$ cat src/rtl/pipe_rc_adder.sv
// pipe_rc_adder: pipelined ripple-carry adder.
// A WIDTH-bit add is cut into STAGES = WIDTH/SEG segments, one segment per
// pipeline stage. The carry between segments is registered, upper operand
// segments are skewed forward, and finished low sum bits travel with the data.
// A single global enable stalls the whole pipe when the output is blocked.

// One SEG-bit ripple-carry chain; this is the whole critical path of a stage.
module pipe_rc_seg #(
    parameter int SEG = 8
) (
    input  logic [SEG-1:0] a,
    input  logic [SEG-1:0] b,
    input  logic           ci,
    output logic [SEG-1:0] s,
    output logic           co
);
    logic [SEG:0] c;

    // Bit-serial full-adder chain, LSB to MSB.
    always_comb begin
        c    = '0;
        s    = '0;
        c[0] = ci;
        for (int i = 0; i < SEG; i++) begin
            s[i]   = a[i] ^ b[i] ^ c[i];
            c[i+1] = (a[i] & b[i]) | (c[i] & (a[i] ^ b[i]));
        end
    end

    assign co = c[SEG];
endmodule

module pipe_rc_adder #(
    parameter int WIDTH = 32,
    parameter int SEG   = 8
) (
    input  logic             clk,
    input  logic             rst_n,
    input  logic             in_valid,
    output logic             in_ready,
    input  logic [WIDTH-1:0] a,
    input  logic [WIDTH-1:0] b,
    input  logic             c_in,
    output logic             out_valid,
    input  logic             out_ready,
    output logic [WIDTH-1:0] sum,
    output logic             c_out,
    output logic             ovf
);
    localparam int STAGES = WIDTH / SEG;

    // The pipe moves as one unit: it advances unless a result is stuck at
    // the output. Bubbles are never squeezed out.
    logic en;
    assign en       = !out_valid || out_ready;
    assign in_ready = en;

    for (genvar k = 0; k < STAGES; k++) begin : stg
        localparam int LO = k * SEG;

        // Stage inputs. w_* holds finished sum bits below LO and operand a
        // at/above LO; b_i holds the operand b bits still to be added.
        logic                vld_i;
        logic                cy_i;
        logic [WIDTH-1:0]    w_i;
        logic [WIDTH-LO-1:0] b_i;

        logic [SEG-1:0]      s_seg;
        logic                co_seg;
        logic [WIDTH-1:0]    w_n;

        logic                vld_q;
        logic                cy_q;
        logic [WIDTH-1:0]    w_q;

        if (k == 0) begin : g_src
            assign vld_i = in_valid;
            assign cy_i  = c_in;
            assign w_i   = a;
            assign b_i   = b;
        end else begin : g_src
            assign vld_i = stg[k-1].vld_q;
            assign cy_i  = stg[k-1].cy_q;
            assign w_i   = stg[k-1].w_q;
            assign b_i   = stg[k-1].g_skew.b_q;
        end

        pipe_rc_seg #(.SEG(SEG)) u_seg (
            .a  (w_i[LO +: SEG]),
            .b  (b_i[SEG-1:0]),
            .ci (cy_i),
            .s  (s_seg),
            .co (co_seg)
        );

        // Replace this stage's a segment with its finished sum segment.
        always_comb begin
            w_n            = w_i;
            w_n[LO +: SEG] = s_seg;
        end

        // Stage register: valid, merged sum/operand word and segment carry.
        always_ff @(posedge clk or negedge rst_n) begin
            if (!rst_n) begin
                vld_q <= 1'b0;
                w_q   <= '0;
                cy_q  <= 1'b0;
            end else if (en) begin
                vld_q <= vld_i;
                w_q   <= w_n;
                cy_q  <= co_seg;
            end
        end

        if (k < STAGES - 1) begin : g_skew
            // Remaining b segments, shrinking by one segment per stage.
            logic [WIDTH-LO-SEG-1:0] b_q;

            // Skew the untouched b segments forward with their carry.
            always_ff @(posedge clk or negedge rst_n) begin
                if (!rst_n)  b_q <= '0;
                else if (en) b_q <= b_i[WIDTH-LO-1:SEG];
            end
        end else begin : g_last
            logic ov_q;

            // Carry into the MSB is recovered as a^b^s at that bit; signed
            // overflow is that carry XOR the carry out of the MSB.
            always_ff @(posedge clk or negedge rst_n) begin
                if (!rst_n)  ov_q <= 1'b0;
                else if (en) ov_q <= w_i[WIDTH-1] ^ b_i[SEG-1] ^ s_seg[SEG-1] ^ co_seg;
            end
        end
    end

    assign out_valid = stg[STAGES-1].vld_q;
    assign sum       = stg[STAGES-1].w_q;
    assign c_out     = stg[STAGES-1].cy_q;
    assign ovf       = stg[STAGES-1].g_last.ov_q;
endmodule
$ cat config.mk
export PLATFORM = sky130hd
export DESIGN_NAME = pipe_rc_adder
export DESIGN_NICKNAME = d
export VERILOG_FILES = /design/src/rtl/pipe_rc_adder.sv
export SDC_FILE = /design/constraint.sdc
export NUM_CORES = 1
export LEC_CHECK = 0
export ABC_AREA = 1
export CORE_MARGIN = 4
export CORE_UTILIZATION = 30
export DETAILED_ROUTE_END_ITERATION = 6
export GPL_TIMING_DRIVEN = 0
export MAX_ROUTING_LAYER = met4
export PLACE_DENSITY = 0.52
export SETUP_SLACK_MARGIN = 0.4
export SYNTH_ARGS = -nofsm -noshare
export SYNTH_HDL_FRONTEND = slang
export SYNTH_HIERARCHICAL = 1
export SYNTH_SLANG_ARGS = --single-unit
$ cat constraint.sdc
create_clock -name clk -period 5.4 [get_ports clk]
set_clock_uncertainty 0.2 [all_clocks]
set_input_delay 0.81 -clock clk [delete_from_list [all_inputs] [get_ports clk]]
set_output_delay 0.81 -clock clk [all_outputs]
set_load 0.005 [all_outputs]
==> flow_metrics.py, run 1 <==
metrics = {
    "status": {
        "outcome": "finished, final reports clean",
    },
    "die": {
        "die_area_sq_um": 28500,
        "initial_core_util": 0.307,
        "rows": 58,
        "die_h_microns": 169,
        "ios": 105,
        "core_area_sq_um": 25300,
        "chipWidth_microns": 169,
    },
    "clock_network": {
        "clk_path_buf_depth": 2,
        "cts_made_buffers": 17,
        "cts_tree": "done",
        "clkTransAtPathRegs_ns": 0.07,
        "insertion_delay_ns": 0.43,
        "cts_sinks": 185,
        "clockRootBuffer": "clkbuf_16",
        "htree_levels": 4,
        "post_cts_resized": 0,
        "postCtsSetupBuffers": 0,
        "cts_hold_buf": 0,
    },
    "synth": {
        "netlist_area_sq_um": 7770,
        "synthFlopType": "dfrtp_1",
        "syn-instance-count": 843,
        "synth_seq_area_share": 0.596,
        "syn_avg_cell_area_sq_um": 9.22,
        "synth_commonest_cells": "457 x nand2_1, 185 x dfrtp_1, 71 x inv_1, 53 x o21ai_0, 32 x fa_1",
        "async_flop_share": 1.00,
        "post-synth-top-count-cell": "nand2_1",
        "synth_fp_nets": 944,
        "synthTopCellsByArea": "dfrtp_1 60%, nand2_1 22%, fa_1 8.2%, inv_1 3.4%, o21ai_0 3.4%",
        "synth_edf_count": 0,
        "synth-warning-count": 6,
        "ys_types": 13,
        "synth.top_cell.area_share": 0.596,
        "ys_ff_latch": 185,
        "synth_top_area_cell": "dfrtp_1",
    },
    "global_route": {
        "grt_pass1_vias": 5523,
        "grt_overflow_total": 0,
        "grt_pass1_wl_microns": 29300,
        "track_usage": 0.134,
        "grt_max_degree": 117,
        "antenna_found_initial": 0,
    },
    "sta": {
        "period_needed_ns": 4.41,
        "hold_viol": 0,
        "finalMaxSlewViolations": 0,
        "whs_ns": 0.135,
        "finalCritPeriodShare": 0.816,
        "rsz0062_at_grt": "false",
        "setup-violations-final": 0,
        "slew_headroom": 0.612,
        "finalWorstSetupSlack_ns": 0.993,
        "worst_slew_pin_slew_ns": 0.583,
        "max_freq_ghz": 0.227,
    },
    "routing": {
        "routedWlPerCell_microns": 13.5,
        "drt_iter0_markers": 285,
        "drc": 0,
        "wirelength_microns": 17700,
        "avgViaCountPerCell": 4.11,
        "ant_nets": 0,
        "first_pass_iters": 4,
        "vias": 5379,
    },
    "min_path": {
        "hold_class": "primary input to async pin",
    },
    "worst_setup_path": {
        "worst_ep_arrival_time_ns": 4.57,
        "crit_chain": "clkdlybuf4s50_1 > fa_1 > inv_1 > fa_1 > inv_1 > fa_1 > fa_1 > fa_1 > fa_1 > fa_1 > inv_1 > fa_1 > inv_1 > nand2_1 > nand2_1",
        "worst-path-max-fanout": 1,
        "regToRegSetupSlack_ns": 1.07,
        "cp_common_cell": "fa_1",
        "worstReg2RegStart": "stg[2].w_q[24]",
        "cp-start-kind": "primary input",
        "critical-path-slowest-cell": "clkdlybuf4s50_1",
        "endpoint_kind": "flop",
        "crit_start": "a[0]",
        "crit_required_ns": 5.56,
        "max_stage_delay_ns": 0.43,
        "crit_type": "primary input to flop",
    },
    "power_and_ir_drop": {
        "net-switching-power_uw": 1970,
        "cellLeakagePower_uw": 0.00505,
        "clkPwrFrac": 0.230,
        "comb_power_share": 0.347,
        "share_seq_of_total_power": 0.423,
        "ir_drop_v": 0.000191,
        "p_total_uw": 5510,
        "swShare": 0.358,
        "pwr_density_cell_nw_per_um2": 560,
        "p_int_uw": 3540,
    },
    "finish": {
        "area_growth_pct": 26.8,
        "drive_above_1_share": 0.0724,
        "diodes": 0,
        "num-nets-final": 1068,
        "nFillCells": 2573,
    },
    "job": {
        "drv_cap": 0,
    },
    "placed_design": {
        "dp_hpwl_microns": 13100,
        "port_buffers": 104,
        "place.gp.congestion": 0.776,
        "place_ws_ns": 0.515,
    },
}
metrics by stage:
| step | instances | util | cell area (sq um) | setup TNS [ns] |
|---|---|---|---|---|
| 2_1_floorplan | 843 | - | 7770 | 0 |
| 3_3_place_gp | 1277 | 0.364 | 9220 | -864.57 |
| 3_5_place_dp | 1278 | 0.365 | 9260 | 0 |
| 4_1_cts | 1310 | 0.389 | 9850 | 0 |
| 5_1_grt | 1310 | 0.389 | 9850 | 0 |
| 6_report | 1310 | 0.389 | 9850 | 0 |
cell families (layout without fill, tap and decap cells):
| family | Yosys count | count (layout) | share of synthesized area |
|---|---|---|---|
| AND/OR/NAND/NOR | 461 | 461 | 0.224 |
| adder cells (fa/ha/maj) | 32 | 32 | 0.0825 |
| AO/OA/AOI/OAI | 53 | 53 | 0.0341 |
| buffers and inverters | 112 | 249 | 0.0636 |
| flip-flops | 185 | 185 | 0.596 |
placed cells by master, fill, tap and decap left out, types with 2 or more instances in the layout:
cell type        count
buf_2               29
buf_4                4
buf_6                3
bufinv_16            2
clkbuf_1             5
clkbuf_16           17
clkdlybuf4s50_1    103
dfrtp_1            185
fa_1                32
inv_1               71
inv_6                6
inv_8                2
nand2_1            457
nor2_1               2
o21ai_0             53
worst max-delay path: cells and delay by family:
family / cells / cell delay, ns
adders and majority gates: 8 / 2.99
and+or+nand+nor: 2 / 0.09
buffers and inverters: 5 / 0.68
worst paths after layout:
check	depth (start not counted)	end
setup / recovery	15	stg[0].w_q[7]
hold reg to reg	2	out_valid
setup reg to reg	17	ovf
hold / removal	1	stg[0].g_skew.b_q[2]
max in group asynchronous	2	sum[24]
min in group clk	2	out_valid
final cells by class:
class | count | area, sq um | share of cell area
clock buffers | 19 | 443 | 0.0449
well taps | 330 | 413 | 0.0419
plain buffers | 40 | 224 | 0.0227
multi-input cells | 546 | 2650 | 0.268
repair buffers | 105 | 1070 | 0.109
inverters | 72 | 270 | 0.0274
clock inverters | 13 | 156 | 0.0159
flip-flops and latches | 185 | 4630 | 0.470
state kept, by name, summed over array words and instances, names as in the netlist:
signal          cells
c_out               1
out_valid           1
ovf                 1
stg.g_skew.b_q     48
sum                32
stg.cy_q            3
stg.w_q            96
stg.vld_q           3
per-layer routing:
metal  up-vias  share of wire  GRT usage
li1       2761              -          -
met1      2499           0.50      0.189
met2       101           0.44      0.196
met3        18          0.037     0.0285
met4         0          0.015     0.0392
met5         -              0          -
power groups by stage:
stage                     registers [uW]  logic [uW]  clock network, uW
after floorplan                     2280        1150                  0
after global placement              2360        1900                  0
after detailed placement            2370        1940                  0
after CTS                           2340        1960               1300
after global routing                2420        2240               1370
final                               2330        1910               1270
(Power assumes the default switching activity.)
==> run 2: changes to the inputs <==
--- a/config.mk
+++ b/config.mk
@@ -11,7 +11,7 @@
 export DETAILED_ROUTE_END_ITERATION = 6
 export GPL_TIMING_DRIVEN = 0
 export MAX_ROUTING_LAYER = met4
-export PLACE_DENSITY = 0.52
+export PLACE_DENSITY = 0.54
 export SETUP_SLACK_MARGIN = 0.4
 export SYNTH_ARGS = -nofsm -noshare
 export SYNTH_HDL_FRONTEND = slang
==> constraint.sdc (replaced) <==
create_clock -name clk -period 3.9 [get_ports clk]
set_clock_uncertainty 0.2 [all_clocks]
set_input_delay 0.585 -clock clk [delete_from_list [all_inputs] [get_ports clk]]
set_output_delay 0.585 -clock clk [all_outputs]
set_load 0.005 [all_outputs]
==> run 2 against run 1 <==
Compared with the run above: the run now ends with setup timing left; hold slack gained 0.14 ns; die area did not move; non-clock buffer count rose by 3; first-iteration DRC count increased by 24%; cell count grew 0.15%; worst setup slack worse by 1.1 ns; critical endpoint is now ovf.
==> flow_metrics.py, run 2 (same netlist as run 1, synthesis figures left out) <==
metrics = {
    "routing": {
        "ant_nets": 0,
        "vias": 5419,
        "first_pass_iters": 4,
        "avgViaCountPerCell": 4.13,
        "drc": 0,
        "wirelength_microns": 18300,
        "drt_iter0_markers": 352,
        "routedWlPerCell_microns": 14.0,
    },
    "worst_setup_path": {
        "cp-start-kind": "flop",
        "endpoint_kind": "flop",
        "worst_ep_arrival_time_ns": 4.18,
        "cp.depth": 17,
        "crit_chain": "fa_2 > inv_2 > fa_1 > inv_1 > fa_2 > fa_2 > fa_2 > fa_2 > fa_2 > inv_2 > fa_2 > inv_2 > nand2_1 > nand2_1 > nand2_1 > nand3_2 > nand2_1",
        "crit_type": "flop to flop",
        "cp_common_cell": "fa_2",
        "worst-path-max-fanout": 3,
        "crit_required_ns": 4.02,
        "cp_num_buf_inv": 4,
        "rr_worst_depth": 17,
        "critical-path-slowest-cell": "fa_2",
        "max_stage_delay_ns": 0.43,
        "cp_top_family": "adder cells",
    },
    "finish": {
        "largest_register": "stg.w_q",
        "nFillCells": 2558,
        "post-route-util": 0.391,
        "diodes": 0,
        "final_cells": 1312,
        "num-nets-final": 1071,
        "area_growth_pct": 27.4,
        "final_cell_area_sq_um": 9900,
        "drive_above_1_share": 0.128,
        "largest_register_ffs": 96,
        "regArea_sq_um": 4630,
        "final_common_cell": "nand2_1",
        "final_cell_mix": "456 x nand2_1, 185 x dfrtp_1, 100 x clkdlybuf4s50_1, 54 x inv_1, 52 x o21ai_0",
        "multi_input_area_sq_um": 2730,
    },
    "power_and_ir_drop": {
        "p_total_uw": 7660,
        "pwr_density_cell_nw_per_um2": 774,
        "ir_drop_v": 0.000346,
        "cellLeakagePower_uw": 0.00499,
    },
    "clock_network": {
        "cts_tree": "done",
        "cts_sinks": 185,
        "clkTransAtPathRegs_ns": 0.07,
        "cts_made_buffers": 17,
        "insertion_delay_ns": 0.43,
        "clk_path_buf_depth": 2,
        "htree_levels": 4,
        "clockRootBuffer": "clkbuf_16",
    },
    "placed_design": {
        "placed_area_sq_um": 9310,
        "port_buffers": 104,
        "dp_hpwl_microns": 13400,
        "place.gp.congestion": 0.780,
        "place_inst": 1278,
    },
    "min_path": {
        "min_path_cells": 2,
        "hold_class": "flop to flop",
    },
    "sta": {
        "finalMaxSlewViolations": 0,
        "setup-violations-final": 1,
        "worst_slew_pin_slew_ns": 0.585,
        "period_needed_ns": 4.06,
        "max_freq_ghz": 0.246,
        "finalWorstSetupSlack_ns": -0.157,
        "rsz0062_at_grt": "true",
        "slew_headroom": 0.610,
        "hold_viol": 0,
        "finalCritPeriodShare": 1.04,
    },
    "job": {
        "drv_cap": 0,
    },
    "global_route": {
        "antenna_found_initial": 0,
        "grt_pass1_wl_microns": 30000,
        "grt_overflow_total": 0,
        "grt_pass1_vias": 5673,
        "grt_max_degree": 112,
        "track_usage": 0.138,
    },
    "die": {
        "die_h_microns": 169,
        "core_area_sq_um": 25300,
        "ios": 105,
        "initial_core_util": 0.307,
        "chipWidth_microns": 169,
        "die_area_sq_um": 28500,
        "rows": 58,
    },
    "status": {
        "violations": "setup timing",
        "outcome": "complete, but fails checks",
    },
}
-- run 2: cell count changes in the layout (fill, tap and decap cells not counted), moves of 3 or more --
cell / delta
fa_1: -31
fa_2: +31
clkdlybuf4s50_1: -3
clkinv_4: +4
inv_6: -4
inv_2: +17
inv_1: -17
-- run 2: what timing repair did --
item,in CTS,in global routing
gates resized for setup,34,4
setup endpoints to repair,11,11
hold buffers,1,0
pin swaps,17,16
setup buffers,1,1
hold endpoints to repair,74,0
-- run 2: stage by stage --
stage               setup WS [ns]  setup TNS [ns]  hold slack [ns]
finish                     -0.157          -0.157            0.270
detailed placement         -0.492           -1.13            0.253
floorplan                  0.0697               0           0.0894
CTS                        -0.144          -0.144            0.271
global route               -0.291          -0.370            0.288
global placement            -5.86        -1084.03            0.250
-- run 2: report_power, final --
part	leakage (uW)	switching, uW	internal, uW
logic	0.00248	1550	1270
clock network	0.000259	755	833
registers	0.00225	497	2750
-- run 2: area by class of cell --
| class | instances | area share |
|---|---|---|
| sequential | 185 | 0.468 |
| clock inverter | 13 | 0.00998 |
| tap | 330 | 0.0417 |
| inverter | 72 | 0.0273 |
| clock buffer | 18 | 0.0444 |
| buffer | 40 | 0.0226 |
| multi-input combinational | 546 | 0.276 |
| timing repair buffer | 108 | 0.111 |
-- run 2: tightest hold or removal path, stage by stage, from the launching register on --
cell	delay, ns
dfrtp_1	0.34
nand2_1	0.05
nand2_1	0.04
-- run 2: routing by layer --
layer,track usage,vias up,share of wire
met5,-,-,0
met4,0.0349,0,0.0086
met3,0.0287,8,0.048
met2,0.208,99,0.45
met1,0.191,2542,0.49
li1,-,2770,-
-- run 2: final timing paths --
| check | start | to | slack [ns] |
|---|---|---|---|
| worst min-delay path | stg[0].g_skew.b_q[15] | stg[1].g_skew.b_q[7] | 0.27 |
| max in group asynchronous | rst_n | sum[25] | 2.01 |
| worst max-delay path | stg[2].w_q[24] | ovf | -0.16 |
| worst min register to register | stg[0].g_skew.b_q[15] | stg[1].g_skew.b_q[7] | 0.27 |
| min in group asynchronous | rst_n | stg[0].w_q[10] | 0.52 |
| worst max register to register | stg[2].w_q[24] | ovf | -0.16 |
==> run 3: changes to the inputs <==
--- a/config.mk
+++ b/config.mk
@@ -11,7 +11,7 @@
 export DETAILED_ROUTE_END_ITERATION = 6
 export GPL_TIMING_DRIVEN = 0
 export MAX_ROUTING_LAYER = met4
-export PLACE_DENSITY = 0.54
+export PLACE_DENSITY = 0.52
 export SETUP_SLACK_MARGIN = 0.4
 export SYNTH_ARGS = -nofsm -noshare
 export SYNTH_HDL_FRONTEND = slang
==> constraint.sdc (replaced) <==
create_clock -name clk -period 4.29 [get_ports clk]
set_clock_uncertainty 0.2 [all_clocks]
set_input_delay 0.6435 -clock clk [delete_from_list [all_inputs] [get_ports clk]]
set_output_delay 0.6435 -clock clk [all_outputs]
set_load 0.005 [all_outputs]
==> run 3 against run 2 <==
Compared with the run above: the flow now finishes without violations; non-clock buffer count unchanged; hold slack lost 0.0015 ns; power fell by 5.4%; clock-buffer cell count rose by 2; die area unchanged; first-iteration DRC count fell by 13%; cell count barely moved; largest power group unchanged; highest routed layer unchanged.
==> flow_metrics.py, run 3 (same netlist as run 1, synthesis figures left out) <==
metrics = {
    "status": {
        "outcome": "finished, final reports clean",
    },
    "clock_network": {
        "clockRootBuffer": "clkbuf_16",
        "insertion_delay_ns": 0.43,
        "cts_tree": "done",
        "clk_path_buf_depth": 2,
        "clkTransAtPathRegs_ns": 0.07,
        "cts_made_buffers": 17,
        "htree_levels": 4,
        "cts_sinks": 185,
    },
    "die": {
        "core_area_sq_um": 25300,
        "chipWidth_microns": 169,
        "die_area_sq_um": 28500,
        "ios": 105,
        "initial_core_util": 0.307,
        "die_h_microns": 169,
        "rows": 58,
    },
    "placed_design": {
        "place_inst": 1278,
        "placed_area_sq_um": 9280,
        "place.gp.congestion": 0.788,
        "port_buffers": 104,
        "place_ws_ns": -0.242,
        "dp_hpwl_microns": 13300,
    },
    "power_and_ir_drop": {
        "ir_drop_v": 0.000265,
        "cellLeakagePower_uw": 0.00507,
        "p_total_uw": 7250,
        "pwr_density_cell_nw_per_um2": 725,
    },
    "routing": {
        "wl_met1_microns": 8970,
        "wirelength_microns": 18100,
        "first_pass_iters": 4,
        "vias": 5429,
        "ant_nets": 0,
        "dr_wl_met2_microns": 8310,
        "routedWlPerCell_microns": 13.8,
        "drc": 0,
        "drt_iter0_markers": 305,
        "wl_met3_microns": 677,
        "avgViaCountPerCell": 4.13,
        "routed.top_layer": "met4",
    },
    "worst_setup_path": {
        "max_stage_delay_ns": 0.42,
        "crit_required_ns": 4.42,
        "cp_num_buf_inv": 4,
        "crit_chain": "fa_2 > inv_2 > fa_2 > inv_2 > fa_2 > fa_2 > fa_2 > fa_2 > fa_2 > inv_2 > fa_1 > inv_2 > nor2_1 > nor2_1 > nand2_1 > nand3_1 > nand2_1",
        "critical-path-slowest-cell": "fa_1",
        "cp_common_cell": "fa_2",
        "worst_ep_arrival_time_ns": 4.14,
        "endpoint_kind": "flop",
        "worst-path-max-fanout": 3,
        "cp-start-kind": "flop",
        "crit_type": "flop to flop",
        "cp_top_family": "adder cells",
    },
    "min_path": {
        "hold_class": "flop to flop",
    },
    "finish": {
        "num-nets-final": 1071,
        "largest_register_ffs": 96,
        "final_cell_mix": "457 x nand2_1, 185 x dfrtp_1, 100 x clkdlybuf4s50_1, 62 x inv_1, 52 x o21ai_0",
        "area_growth_pct": 28.7,
        "final_cells": 1313,
        "multi_input_area_sq_um": 2710,
        "largest_register": "stg.w_q",
        "final_common_cell": "nand2_1",
        "drive_above_1_share": 0.112,
        "regArea_sq_um": 4630,
        "nFillCells": 2541,
        "final_cell_area_sq_um": 10000,
        "diodes": 0,
    },
    "sta": {
        "finalWorstSetupSlack_ns": 0.276,
        "setup-violations-final": 0,
        "max_freq_ghz": 0.249,
        "hold_viol": 0,
        "worst_slew_pin_slew_ns": 0.608,
        "period_needed_ns": 4.01,
        "slew_headroom": 0.595,
        "finalCritPeriodShare": 0.936,
        "finalMaxSlewViolations": 0,
        "finalSetupTns_ns": 0,
        "rsz0062_at_grt": "true",
    },
    "global_route": {
        "grt_max_degree": 113,
        "grt_pass1_wl_microns": 29700,
        "grt_pass1_vias": 5477,
        "antenna_found_initial": 0,
        "track_usage": 0.137,
        "grt_overflow_total": 0,
    },
    "job": {
        "drv_cap": 0,
    },
}
==> run 3: cell types whose count changed in the layout (fill, tap and decap cells not counted), sizes merged <==
cell      delta
buf          -3
bufinv       +5
clkbuf       +5
clkinv       -5
clkinvlp     -3
inv          +2
==> run 3: power by group <==
| part | switching [uW] | internal, uW | total [uW] |
|---|---|---|---|
| clock network | 694 | 1090 | 1780 |
| logic | 1390 | 1130 | 2520 |
| registers | 444 | 2500 | 2940 |
| total | 2530 | 4720 | 7250 |
==> run 3: final cells by class <==
class,instances,share of cell area
Tap cell,330,0.0413
Clock buffer,20,0.0467
Multi-Input combinational cell,546,0.271
Inverter,72,0.0270
Timing Repair Buffer,108,0.108
Sequential cell,185,0.463
Clock inverter,12,0.0208
Buffer,40,0.0224
==> run 3: path summary, 6_finish.rpt <==
kind                       slack, ns  cells past startpoint              endpoint                  start
max reg2reg                     0.28                     17                   ovf         stg[2].w_q[24]
max in group asynchronous       2.34                      3               sum[28]                  rst_n
min reg2reg                     0.27                      2  stg[1].g_skew.b_q[4]  stg[0].g_skew.b_q[12]
min in group asynchronous       0.56                      2        stg[0].w_q[11]                  rst_n
max                             0.28                     17                   ovf         stg[2].w_q[24]
min                             0.27                      2  stg[1].g_skew.b_q[4]  stg[0].g_skew.b_q[12]
==> run 3: per-layer routing <==
| metal | GRT usage | vias up |
|---|---|---|
| met1 | 0.194 | 2553 |
| li1 | - | 2781 |
| met2 | 0.202 | 82 |
| met4 | 0.0371 | 0 |
| met3 | 0.0283 | 13 |
| met5 | - | - |
==> run 3: worst min-delay path: cells and delay by family, from the launching register on <==
kind | cells | cell delay, ns
flops | 1 | 0.34
simple gates | 2 | 0.09
==> run 3: repair_timing <==
| item | 4_1_cts | 5_1_grt |
|---|---|---|
| resized for setup | 17 | 18 |
| hold buffers | 1 | 0 |
| gates cloned | 0 | 0 |
| setup endpoints to repair | 6 | 5 |
| setup buffers | 1 | 1 |
| pin swaps | 8 | 17 |
| hold endpoints to repair | 10 | 0 |
==> run 3: metrics by stage <==
step	util	hold slack (ns)
6_report	0.395	0.269
5_1_grt	0.395	0.288
4_1_cts	0.394	0.272
3_5_place_dp	0.366	0.254
3_3_place_gp	0.365	0.249
2_1_floorplan	-	0.148
